**config.mk**
```make
export PLATFORM = sky130hd
export DESIGN_NAME = fpu_div_result_queue
export DESIGN_NICKNAME = d
export VERILOG_FILES = /design/src/rtl/fpu_pkg.sv /design/src/rtl/fpu_sync_fifo.sv /design/src/rtl/fpu_div_result_queue.sv
export SDC_FILE = /design/constraint.sdc
export NUM_CORES = 1
export LEC_CHECK = 0
export CORE_MARGIN = 2
export CORE_UTILIZATION = 58
export DETAILED_ROUTE_END_ITERATION = 6
export HOLD_SLACK_MARGIN = 0.15
export PLACE_DENSITY = 0.85
export REMOVE_ABC_BUFFERS = 1
export SYNTH_ARGS = -nofsm -noshare
export SYNTH_HDL_FRONTEND = slang
export SYNTH_SLANG_ARGS = --single-unit
export TNS_END_PERCENT = 1
```
**constraint.sdc**
```tcl
create_clock -name clk -period 6.5 [get_ports clk]
set_clock_uncertainty 0.05 [all_clocks]
set_input_delay 1.3 -clock clk [delete_from_list [all_inputs] [get_ports clk]]
set_output_delay 1.3 -clock clk [all_outputs]
set_load 0.005 [all_outputs]
```
**src/rtl/fpu_pkg.sv**
```systemverilog
// Shared floating-point definitions used by the divider, its result queue and
// the other arithmetic units.
package fpu_pkg;

  localparam int DEF_NEXP = 8;
  localparam int DEF_NSIG = 23;

  // Classification flag bit positions shared across the arithmetic units.
  localparam int SNAN      = 0;
  localparam int QNAN      = 1;
  localparam int INFINITY  = 2;
  localparam int ZERO      = 3;
  localparam int SUBNORMAL = 4;
  localparam int NORMAL    = 5;
  localparam int LAST_FLAG = 6;

  function automatic logic fp_is_nan(input logic [DEF_NEXP+DEF_NSIG:0] x);
    return (&x[DEF_NEXP+DEF_NSIG-1:DEF_NSIG]) && (|x[DEF_NSIG-1:0]);
  endfunction

endpackage

```
**src/rtl/fpu_sync_fifo.sv**
```systemverilog
// Generic synchronous FIFO: storage, wrapping pointers and an occupancy count.
// Full/empty come from the count, so the pointers can simply wrap.
module fpu_sync_fifo #(
  parameter int WIDTH = 8,
  parameter int DEPTH = 4
) (
  input  logic                       clk,
  input  logic                       rst_n,
  input  logic                       push_i,
  input  logic                       pop_i,
  input  logic [WIDTH-1:0]           wr_data_i,
  output logic [WIDTH-1:0]           rd_data_o,
  output logic [$clog2(DEPTH):0]     count_o,
  output logic                       full_o,
  output logic                       empty_o
);

  localparam int PW = $clog2(DEPTH);
  localparam int CW = PW + 1;

  logic [WIDTH-1:0] mem_q [DEPTH];
  logic [PW-1:0]    wr_ptr_q, wr_ptr_d;
  logic [PW-1:0]    rd_ptr_q, rd_ptr_d;
  logic [CW-1:0]    count_q, count_d;
  logic             push_ok, pop_ok;

  assign full_o  = (count_q == CW'(DEPTH));
  assign empty_o = (count_q == '0);
  assign push_ok = push_i && !full_o;
  assign pop_ok  = pop_i && !empty_o;

  always_comb begin
    wr_ptr_d = wr_ptr_q;
    rd_ptr_d = rd_ptr_q;
    count_d  = count_q;
    if (push_ok) wr_ptr_d = wr_ptr_q + 1'b1;
    if (pop_ok)  rd_ptr_d = rd_ptr_q + 1'b1;
    case ({push_ok, pop_ok})
      2'b10:   count_d = count_q + 1'b1;
      2'b01:   count_d = count_q - 1'b1;
      default: count_d = count_q;
    endcase
  end

  always_ff @(posedge clk or negedge rst_n) begin
    if (!rst_n) begin
      wr_ptr_q <= '0;
      rd_ptr_q <= '0;
      count_q  <= '0;
    end else begin
      wr_ptr_q <= wr_ptr_d;
      rd_ptr_q <= rd_ptr_d;
      count_q  <= count_d;
    end
  end

  // Storage is deliberately unreset; count gates its validity.
  always_ff @(posedge clk) begin
    if (push_ok) mem_q[wr_ptr_q] <= wr_data_i;
  end

  assign rd_data_o = mem_q[rd_ptr_q];
  assign count_o   = count_q;

endmodule

```
**src/rtl/fpu_div_result_queue.sv**
```systemverilog
// Result stage behind the combinational divider: buffers quotients with their
// exception bits, tags NaNs at push, and keeps sticky flags plus an event count.
module fpu_div_result_queue
  import fpu_pkg::*;
#(
  parameter int NEXP  = DEF_NEXP,
  parameter int NSIG  = DEF_NSIG,
  parameter int DEPTH = 4,
  parameter int CNTW  = 16
) (
  input  logic                      clk,
  input  logic                      rst_n,
  input  logic                      in_valid,
  output logic                      in_ready,
  input  logic [NEXP+NSIG:0]        in_q,
  input  logic                      in_overflow,
  input  logic                      in_underflow,
  output logic                      out_valid,
  input  logic                      out_ready,
  output logic [NEXP+NSIG:0]        out_q,
  output logic                      out_overflow,
  output logic                      out_underflow,
  output logic                      out_invalid,
  output logic [$clog2(DEPTH):0]    count,
  input  logic                      sticky_clr,
  output logic                      sticky_ovf,
  output logic                      sticky_unf,
  output logic                      sticky_inv,
  output logic [CNTW-1:0]           exc_count
);

  localparam int QW = NEXP + NSIG + 1;
  localparam int EW = QW + 3;

  logic          in_nan;
  logic          push;
  logic          has_exc;
  logic          full, empty;
  logic [EW-1:0] wr_entry, rd_entry;

  logic            ovf_q, ovf_d;
  logic            unf_q, unf_d;
  logic            inv_q, inv_d;
  logic [CNTW-1:0] exc_q, exc_d;

  assign in_nan   = (&in_q[NEXP+NSIG-1:NSIG]) && (|in_q[NSIG-1:0]);
  assign wr_entry = {in_q, in_overflow, in_underflow, in_nan};
  assign in_ready = !full;
  assign out_valid = !empty;
  assign push     = in_valid && in_ready;
  assign has_exc  = in_overflow || in_underflow || in_nan;

  fpu_sync_fifo #(
    .WIDTH (EW),
    .DEPTH (DEPTH)
  ) u_fifo (
    .clk       (clk),
    .rst_n     (rst_n),
    .push_i    (in_valid),
    .pop_i     (out_ready),
    .wr_data_i (wr_entry),
    .rd_data_o (rd_entry),
    .count_o   (count),
    .full_o    (full),
    .empty_o   (empty)
  );

  assign {out_q, out_overflow, out_underflow, out_invalid} = rd_entry;

  // A push in the same cycle as a clear wins: flags take the pushed bits.
  always_comb begin
    ovf_d = ovf_q;
    unf_d = unf_q;
    inv_d = inv_q;
    exc_d = exc_q;
    if (push) begin
      ovf_d = in_overflow  || (ovf_q && !sticky_clr);
      unf_d = in_underflow || (unf_q && !sticky_clr);
      inv_d = in_nan       || (inv_q && !sticky_clr);
    end else if (sticky_clr) begin
      ovf_d = 1'b0;
      unf_d = 1'b0;
      inv_d = 1'b0;
    end
    if (push && has_exc) begin
      if (sticky_clr)     exc_d = CNTW'(1);
      else if (exc_q != '1) exc_d = exc_q + 1'b1;
    end else if (sticky_clr) begin
      exc_d = '0;
    end
  end

  always_ff @(posedge clk or negedge rst_n) begin
    if (!rst_n) begin
      ovf_q <= 1'b0;
      unf_q <= 1'b0;
      inv_q <= 1'b0;
      exc_q <= '0;
    end else begin
      ovf_q <= ovf_d;
      unf_q <= unf_d;
      inv_q <= inv_d;
      exc_q <= exc_d;
    end
  end

  assign sticky_ovf = ovf_q;
  assign sticky_unf = unf_q;
  assign sticky_inv = inv_q;
  assign exc_count  = exc_q;

endmodule

```
==> results.txt, run 1 <==
The switching power as a share of total power came out at 27.4%. After detailed routing, the number of remaining DRC violations is 0. The largest driver fanout on the critical path came out at 21.

The final estimated routing congestion in global placement came out at 0.808. The flow ran to the end, and the final reports show no timing, DRC or antenna violations. For this run, the total global-route usage over all layers was measured as 23.3%. The register bit total from synthesis is 166. The hold buffer count at CTS is 0. In this run the critical register-to-register path is captured at exc_count[5]$_DFFE_PN0P_. TritonCTS built the clock tree. The endpoint with the worst hold slack is u_fifo.rd_ptr_q[0]$_DFFE_PN0P_. The total number of vias came out at 3572. The placement row count came out at 38. The number of instances in the synthesized netlist came out at 341. The overall overflow remaining after global route is 0. By area, the combinational part of the netlist is dominated by multiplexers. The CTS H-tree depth is 4.

The number of port buffers is 97. The cell area power density is 414 nW/um^2. The internal power came out at 2.46 mW. The ratio of final minimum period to clock period came out at 62.3%. The transition time at the pin with the least slew margin is 957 ps. Entering global routing, the biggest net connects 36 pins. STA classifies the critical path startpoint as a register. The full die area came out at 12100 sq um.

Of the total synthesized cell area, the portion taken by XOR and XNOR cells is 1.08%. The post-route minimum period is 4050 ps. The startpoint identified for the worst register-to-register timing path is u_fifo.count_o[2]$_DFFE_PN0P_.

The clock latency at the later pin of the worst-skew pair came out at 530 ps. The path class of the tightest hold or removal check is reg2reg. Among all flip-flop cells after synthesis, the most frequent one is edfxtp_1. The type of the setup path with the least slack is reg2out. The clock group share of total power came out at 27.1%. Leaving out fill and tap cells, the most frequent cells in the layout are edfxtp_1, clkdlybuf4s50_1, mux4_2. The clock-pin slew of the registers on the worst-case setup and hold paths is 70 ps. The number of violations of the max-capacitance limit came out at 0. The share of synthesized cell area in full adder, half adder and majority cells is 1.46%. The fraction of post-synthesis cell area in the top cell type by area came out at 64.5%. In this run the most critical hold path is launched from u_fifo.rd_ptr_q[0]$_DFFE_PN0P_.

The maximum number of buffers from clock root to sink came out at 2. By area the synthesized netlist is led by edfxtp_1, mux4_2, dfrtp_1. The post-detailed-route wirelength per cell is 21.9 um. The number of placed instances, taps included came out at 568.

The effective utilization at floorplan came out at 59.8%. After synthesis, the share of flip-flops with an asynchronous set or reset is 15.7%. The post-detailed-route via-to-cell ratio came out at 5.95. Summed over all cells, the static leakage comes to 2.75 nW. The reported net switching power is 0.928 mW. The die is 110 um tall. The setup slack at placement came out at 2500 ps.

The final layout contains routed wiring with a total length of 13.1 mm. Setup repair after global routing left no endpoint under its margin. The antenna violation net count after detailed routing came out at 0.

Summed over all nets, the half-perimeter wirelength after detailed placement is 8.11 mm. The first-pass detailed-route iteration total came out at 5. The count of synthesis-stage warnings from yosys is 0. The top cell type by total area after synthesis is edfxtp_1. The region available for standard cell placement spans 10900 sq um. The register-to-register setup slack is 3790 ps. For this run, the top clock speed supported by timing is 0.247 GHz. The cell depth of the worst min-delay path is 1. The post-route non-filler standard cell count is 600. The number of setup violations in the final report came out at 0. The first global-routing pass estimated 20.1 mm of wire.

After the first detailed-routing iteration, the DRC count stood at 227. The number of max-slew violations in the final report is 0. Measured against its own limit, the worst slew margin works out to 36.2%. The cell depth of the worst flop-to-flop path came out at 6. Cells with a size suffix above 1 make up 17.6% of the layout. CTS saw 166 sinks. The number of gates given a new drive strength after cts came out at 0.

The average cell area after synthesis came out at 19.1 sq um. The clock buffer count from CTS is 17. The repair_antennas step left the layout with diodes totalling 0. The setup TNS after final layout is 0 ps. The portion of total power attributed to combinational logic came out at 29.5%. The clock tree root buffer cell is clkbuf_8. The post-synthesis share of cell area spent on and, or, nand and nor gates came out at 5.78%. The number of global-route vias before repair is 3703. Relative to the synthesized area, the layout overhead comes to 25.5%. The netlist area before placement is 6520 sq um.

The type of destination of the critical path is an output pin. The die width came out at 110 um. The distinct cell type count of the synthesized netlist is 41. The net count of the finished layout is 493. The power consumption came out at 3.39 mW.

The maximum vdd ir drop came out at 0.253 mV. The library cell used most frequently in the layout, excluding fill and tap cells, is edfxtp_1. The share of cell area taken by muxes after synthesis is 12.7%. The part of the power in registers is 43.4%.

The number of antenna violations at the first check in global routing came out at 0. The hold violation total from the final report came out at 0. The data arrival time at the worst-slack endpoint came out at 2700 ps. The sequential element share of the synthesized area is 74.5%. The buffer count from post-CTS setup fixing is 0. The number of top-level design ports came out at 98. The final critical-path setup slack came out at 2450 ps. The required time of the critical path came out at 5150 ps.

The number of synthesized flops with an enable pin came out at 140. Summing the areas of all compound-gate instances in the mapped netlist gives 2.88% of the synthesized area.
-- cell usage after synthesis, types with 2 or more instances --
cell type  number
o21ai_0         6
and2_1          5
edfxtp_1      140
and3_4          2
nor2_1          8
xnor2_1         4
inv_2           2
dfrtp_1        26
o211ai_1        3
mux2i_1         3
xor2_1          4
nor4_2          2
ha_1            6
nand4_1         6
inv_1          11
a21oi_1        10
nand3_1         5
o21ai_1         7
or3_1          10
nor4_1          5
buf_2           4
nor2b_1         3
mux4_2         35
clkbuf_1        8
nand2_1        10
-- final cells by class --
| class | instances | area, sq um |
|---|---|---|
| Inverter | 13 | 48.8 |
| Clock inverter | 15 | 129 |
| Clock buffer | 17 | 414 |
| Sequential cell | 166 | 4860 |
| Fill cell | 603 | 2710 |
| Timing Repair Buffer | 100 | 993 |
| Multi-Input combinational cell | 149 | 1560 |
| Tap cell | 140 | 175 |
-- logic make-up (layout without fill, tap and decap cells) --
logic type	after synthesis	after routing
buffers and inverters	26	145
adder cells (fa/ha/maj)	7	7
AND/OR/NAND/NOR	63	63
flip-flops	166	166
XOR/XNOR	8	8
AO/OA/AOI/OAI	32	32
multiplexers	39	39
-- worst max path at each step --
stage	startpoint	endpoint	slack (ps)	cells past startpoint
5_1_grt	u_fifo.rd_ptr_q[1]$_DFFE_PN0P_	out_q[15]	2330	3
3_3_place_gp	in_q[10]	exc_count[7]$_DFFE_PN0P_	2580	7
6_report	u_fifo.rd_ptr_q[1]$_DFFE_PN0P_	out_q[15]	2450	3
2_1_floorplan	u_fifo.rd_ptr_q[0]$_DFFE_PN0P_	out_invalid	2960	1
4_1_cts	u_fifo.rd_ptr_q[1]$_DFFE_PN0P_	out_q[15]	2380	3
3_5_place_dp	in_q[10]	exc_count[7]$_DFFE_PN0P_	2500	7
-- worst max-delay path, stage by stage (launching register included) --
cell and delay, ps:
dfrtp_1 840, buf_4 440, mux4_2 380, clkdlybuf4s50_1 490
-- power groups by stage --
stage | clock, mW | sequential (mW) | combinational [mW]
after floorplan | 0 | 1.52 | 0.449
final | 0.919 | 1.47 | 1.00
after CTS | 0.932 | 1.47 | 1.03
after detailed placement | 0 | 1.49 | 1.02
after global routing | 0.972 | 1.48 | 1.09
after global placement | 0 | 1.47 | 0.994
-- metrics by stage --
stage          utilization (%)  hold slack, ps  cell area, sq um
2_1_floorplan                -             439              6460
3_3_place_gp              70.1             414              7640
3_5_place_dp              70.1             422              7640
4_1_cts                   75.1             436              8180
5_1_grt                   75.1             443              8180
6_report                  75.1             434              8180
-- flip-flops by register name (all words and copies together) (netlist names) --
name,flops
sticky_ovf,1
exc_count,16
u_fifo.mem_q,140
sticky_unf,1
u_fifo.count_o,3
u_fifo.wr_ptr_q,2
sticky_inv,1
u_fifo.rd_ptr_q,2
-- per-layer routing --
layer	global-route usage (%)	part of all wire [%]
met3	6.82	6.5
met5	0	0
met2	38.3	51
met1	30.2	41
met4	7.78	1.6
(Power assumes the default switching activity.)
==> run 2, diff against run 1 <==
--- a/config.mk
+++ b/config.mk
@@ -6,10 +6,10 @@
 export NUM_CORES = 1
 export LEC_CHECK = 0
 export CORE_MARGIN = 2
-export CORE_UTILIZATION = 58
+export CORE_UTILIZATION = 48
 export DETAILED_ROUTE_END_ITERATION = 6
 export HOLD_SLACK_MARGIN = 0.15
-export PLACE_DENSITY = 0.85
+export PLACE_DENSITY = 0.75
 export REMOVE_ABC_BUFFERS = 1
 export SYNTH_ARGS = -nofsm -noshare
 export SYNTH_HDL_FRONTEND = slang
==> constraint.sdc (replaced) <==
create_clock -name clk -period 3.7 [get_ports clk]
set_clock_uncertainty 0.05 [all_clocks]
set_input_delay 0.74 -clock clk [delete_from_list [all_inputs] [get_ports clk]]
set_output_delay 0.74 -clock clk [all_outputs]
set_load 0.005 [all_outputs]
==> results.txt, run 2 (synthesis results as in run 1) <==
The post-detailed-route via-to-cell ratio came out at 5.46 (was 5.95). The overall die height is 121 um (was 110 um). Counting I/O delays and the setup requirement, the final critical path takes 3270 ps. The category of cells accounting for the largest share of critical-path delay was buffers and inverters (unchanged). The number of gates given a new drive strength after cts came out at 0 (unchanged). The maximum vdd ir drop came out at 0.452 mV (was 0.253 mV). The post-placement cell area came to 7750 sq um (was 7640 sq um). The type of destination of the critical path is an output pin (unchanged). The fraction of layout instances using a drive strength above 1 is 18.2% (was 17.6%). The effective utilization at floorplan was 49.2% (was 59.8%).

The portion of total power attributed to combinational logic is 28.1% (was 29.5%). The final estimated routing congestion in global placement came out at 0.794 (was 0.808). The CTS H-tree depth came out at 4 (unchanged).

The clock buffer count from CTS came out at 17 (unchanged). The class of the tightest hold or removal check is reg2reg (unchanged). The overall global routing resource usage came to 18.5% (was 23.3%).

The part of the power in registers was 43.0% (was 43.4%). The global-route wire length before repair was 19.8 mm (was 20.1 mm). The cell leakage power came out at 2.82 nW (was 2.75 nW).

The setup TNS after final layout is 0 ps (unchanged). The total half-perimeter wirelength after legalization and detailed placement came to 7.54 mm (was 8.11 mm). The number of port buffers came to 97 (unchanged). The largest net degree at the start of global routing came out at 36 (unchanged). The number of global-route vias before repair is 3676 (was 3703). The register-to-register setup slack is 1220 ps (was 3790 ps). The switching power as a share of total power is 25.3% (was 27.4%). The data arrival time at the worst-slack endpoint was 2480 ps (was 2700 ps). The clock-pin slew of the registers on the worst-case setup and hold paths came to 60 ps (was 70 ps).

The number of violations of the max-capacitance limit was 0 (unchanged). The flip-flop count of the largest register after layout was 140 (unchanged). The fill cell total of the finished layout is 969 (was 603). The residual DRC count was 0 (unchanged). The maximum number of buffers from clock root to sink was 2 (unchanged). Run status: completed (unchanged). The antenna violation net count after detailed routing came out at 0 (unchanged). The total number of vias came out at 3509 (was 3572). Commonest cells after routing, fill and taps aside: edfxtp_1, clkdlybuf4s50_1, mux4_2 (unchanged). The full die area came out at 14500 sq um (was 12100 sq um). The ratio of final minimum period to clock period is 88.4%. The die width is 121 um (was 110 um).

The required time of the critical path came out at 2910 ps (was 5150 ps). The number of top-level design ports came out at 98 (unchanged). The number of placed instances, taps included came to 611 (was 568).

Unrepaired setup endpoints after global routing: false (unchanged). The clock group share of total power was 28.9% (was 27.1%). The iteration-0 DRC count of the detailed router came out at 261 (was 227). The number of diodes came to 0 (unchanged). The hold violation total from the final report came to 0 (unchanged). The type of the setup path with the least slack is reg2out (unchanged).

The number of max-slew violations in the final report came out at 0 (unchanged). The final instance area is 8350 sq um (was 8180 sq um). The TritonCTS sink count is 166 (unchanged). The number of setup violations in the final report came out at 0 (unchanged). The net count reported at finish is 500 (was 493). The signed area change from the synthesized netlist to the final layout is 28.1% (was 25.5%). The clock latency at the later pin of the worst-skew pair was 420 ps (was 530 ps). The worst path buffer plus inverter count came out at 2 (unchanged).

The register containing the most flip-flops in the final layout is u_fifo.mem_q (unchanged). The clock tree root buffer cell is clkbuf_16 (was clkbuf_8). Crit path cell chain: buf_12 -> mux4_2 -> clkdlybuf4s50_1 (was buf_4 -> mux4_2 -> clkdlybuf4s50_1). The buffer count from post-CTS setup fixing came to 0 (unchanged). The max-slew headroom at the worst pin is 36.7% (was 36.2%). The placement row count came out at 42 (was 38).

The hold buffer count at CTS was 0 (unchanged). The reported net switching power came to 1.55 mW (was 0.928 mW). The overall overflow remaining after global route is 0 (unchanged).

The final critical-path setup slack came out at 428 ps (was 2450 ps). The TritonCTS clock tree is done (unchanged). The floorplan core area is 13200 sq um (was 10900 sq um).

The cell with the largest stage delay on the worst path is dfrtp_2 (was dfrtp_1). The post-detailed-route wirelength per cell came out at 19.5 um (was 21.9 um). The number of antenna violations at the first check in global routing is 0 (unchanged). The total routed wirelength was 12.5 mm (was 13.1 mm). The first-pass detailed-route iteration total is 4 (was 5). The most common cell after layout, fill and taps aside is edfxtp_1 (unchanged).

The largest driver fanout on the critical path is 21 (unchanged). The transition time at the pin with the least slew margin came out at 946 ps (was 957 ps). The setup slack at placement was 373 ps (was 2500 ps). The internal power is 4.58 mW (was 2.46 mW). The fmax is 0.306 GHz.

The post-route non-filler standard cell count came to 643 (was 600). The startpoint kind of the worst setup timing path is a register (unchanged). The cell area power density was 735 nW/um^2 (was 414 nW/um^2). The critical path's largest stage delay came out at 740 ps (was 840 ps).
## run 2: stage by stage
step | hold WS [ps] | power (mW) | util [%]
4_1_cts | 464 | 6.22 | 63.0
3_3_place_gp | 442 | 4.39 | 58.5
5_1_grt | 511 | 6.43 | 63.0
3_5_place_dp | 441 | 4.43 | 58.5
6_report | 456 | 6.13 | 63.0
2_1_floorplan | 394 | 3.46 | -
## run 2: cell type report
class | count | area [sq um] | share of cell area [%]
Multi-Input combinational cell | 149 | 1560 | 18.7
Clock buffer | 21 | 440 | 5.28
Inverter | 13 | 48.8 | 0.585
Timing Repair Buffer | 107 | 1060 | 12.7
Tap cell | 176 | 220 | 2.64
Sequential cell | 166 | 4860 | 58.2
Clock inverter | 11 | 156 | 1.87
## run 2: final timing paths
check,start,to,cells past startpoint
max,u_fifo.rd_ptr_q[0]$_DFFE_PN0P_,out_underflow,3
max in group asynchronous,rst_n,exc_count[13]$_DFFE_PN0P_,2
min reg2reg,u_fifo.count_o[2]$_DFFE_PN0P_,u_fifo.count_o[2]$_DFFE_PN0P_,1
min,u_fifo.count_o[2]$_DFFE_PN0P_,u_fifo.count_o[2]$_DFFE_PN0P_,1
max reg2reg,exc_count[0]$_DFFE_PN0P_,exc_count[5]$_DFFE_PN0P_,8
min in group asynchronous,rst_n,exc_count[8]$_DFFE_PN0P_,1
## run 2: per-layer routing
layer  vias to the layer above  GRT usage [%]  part of all wire [%]
met3                        17           5.09                   6.3
met2                       105           29.5                    49
met1                      1793           24.4                    43
met4                         0           7.19                   1.7
li1                       1594              -                     -
met5                         -              0                     0
## run 2: power by group through the flow
stage               clock, mW  combinational, mW  sequential (mW)
floorplan                   0              0.789             2.67
global placement            0               1.74             2.66
detailed placement          0               1.75             2.68
CTS                      1.80               1.77             2.65
global route             1.88               1.86             2.68
finish                   1.77               1.73             2.64
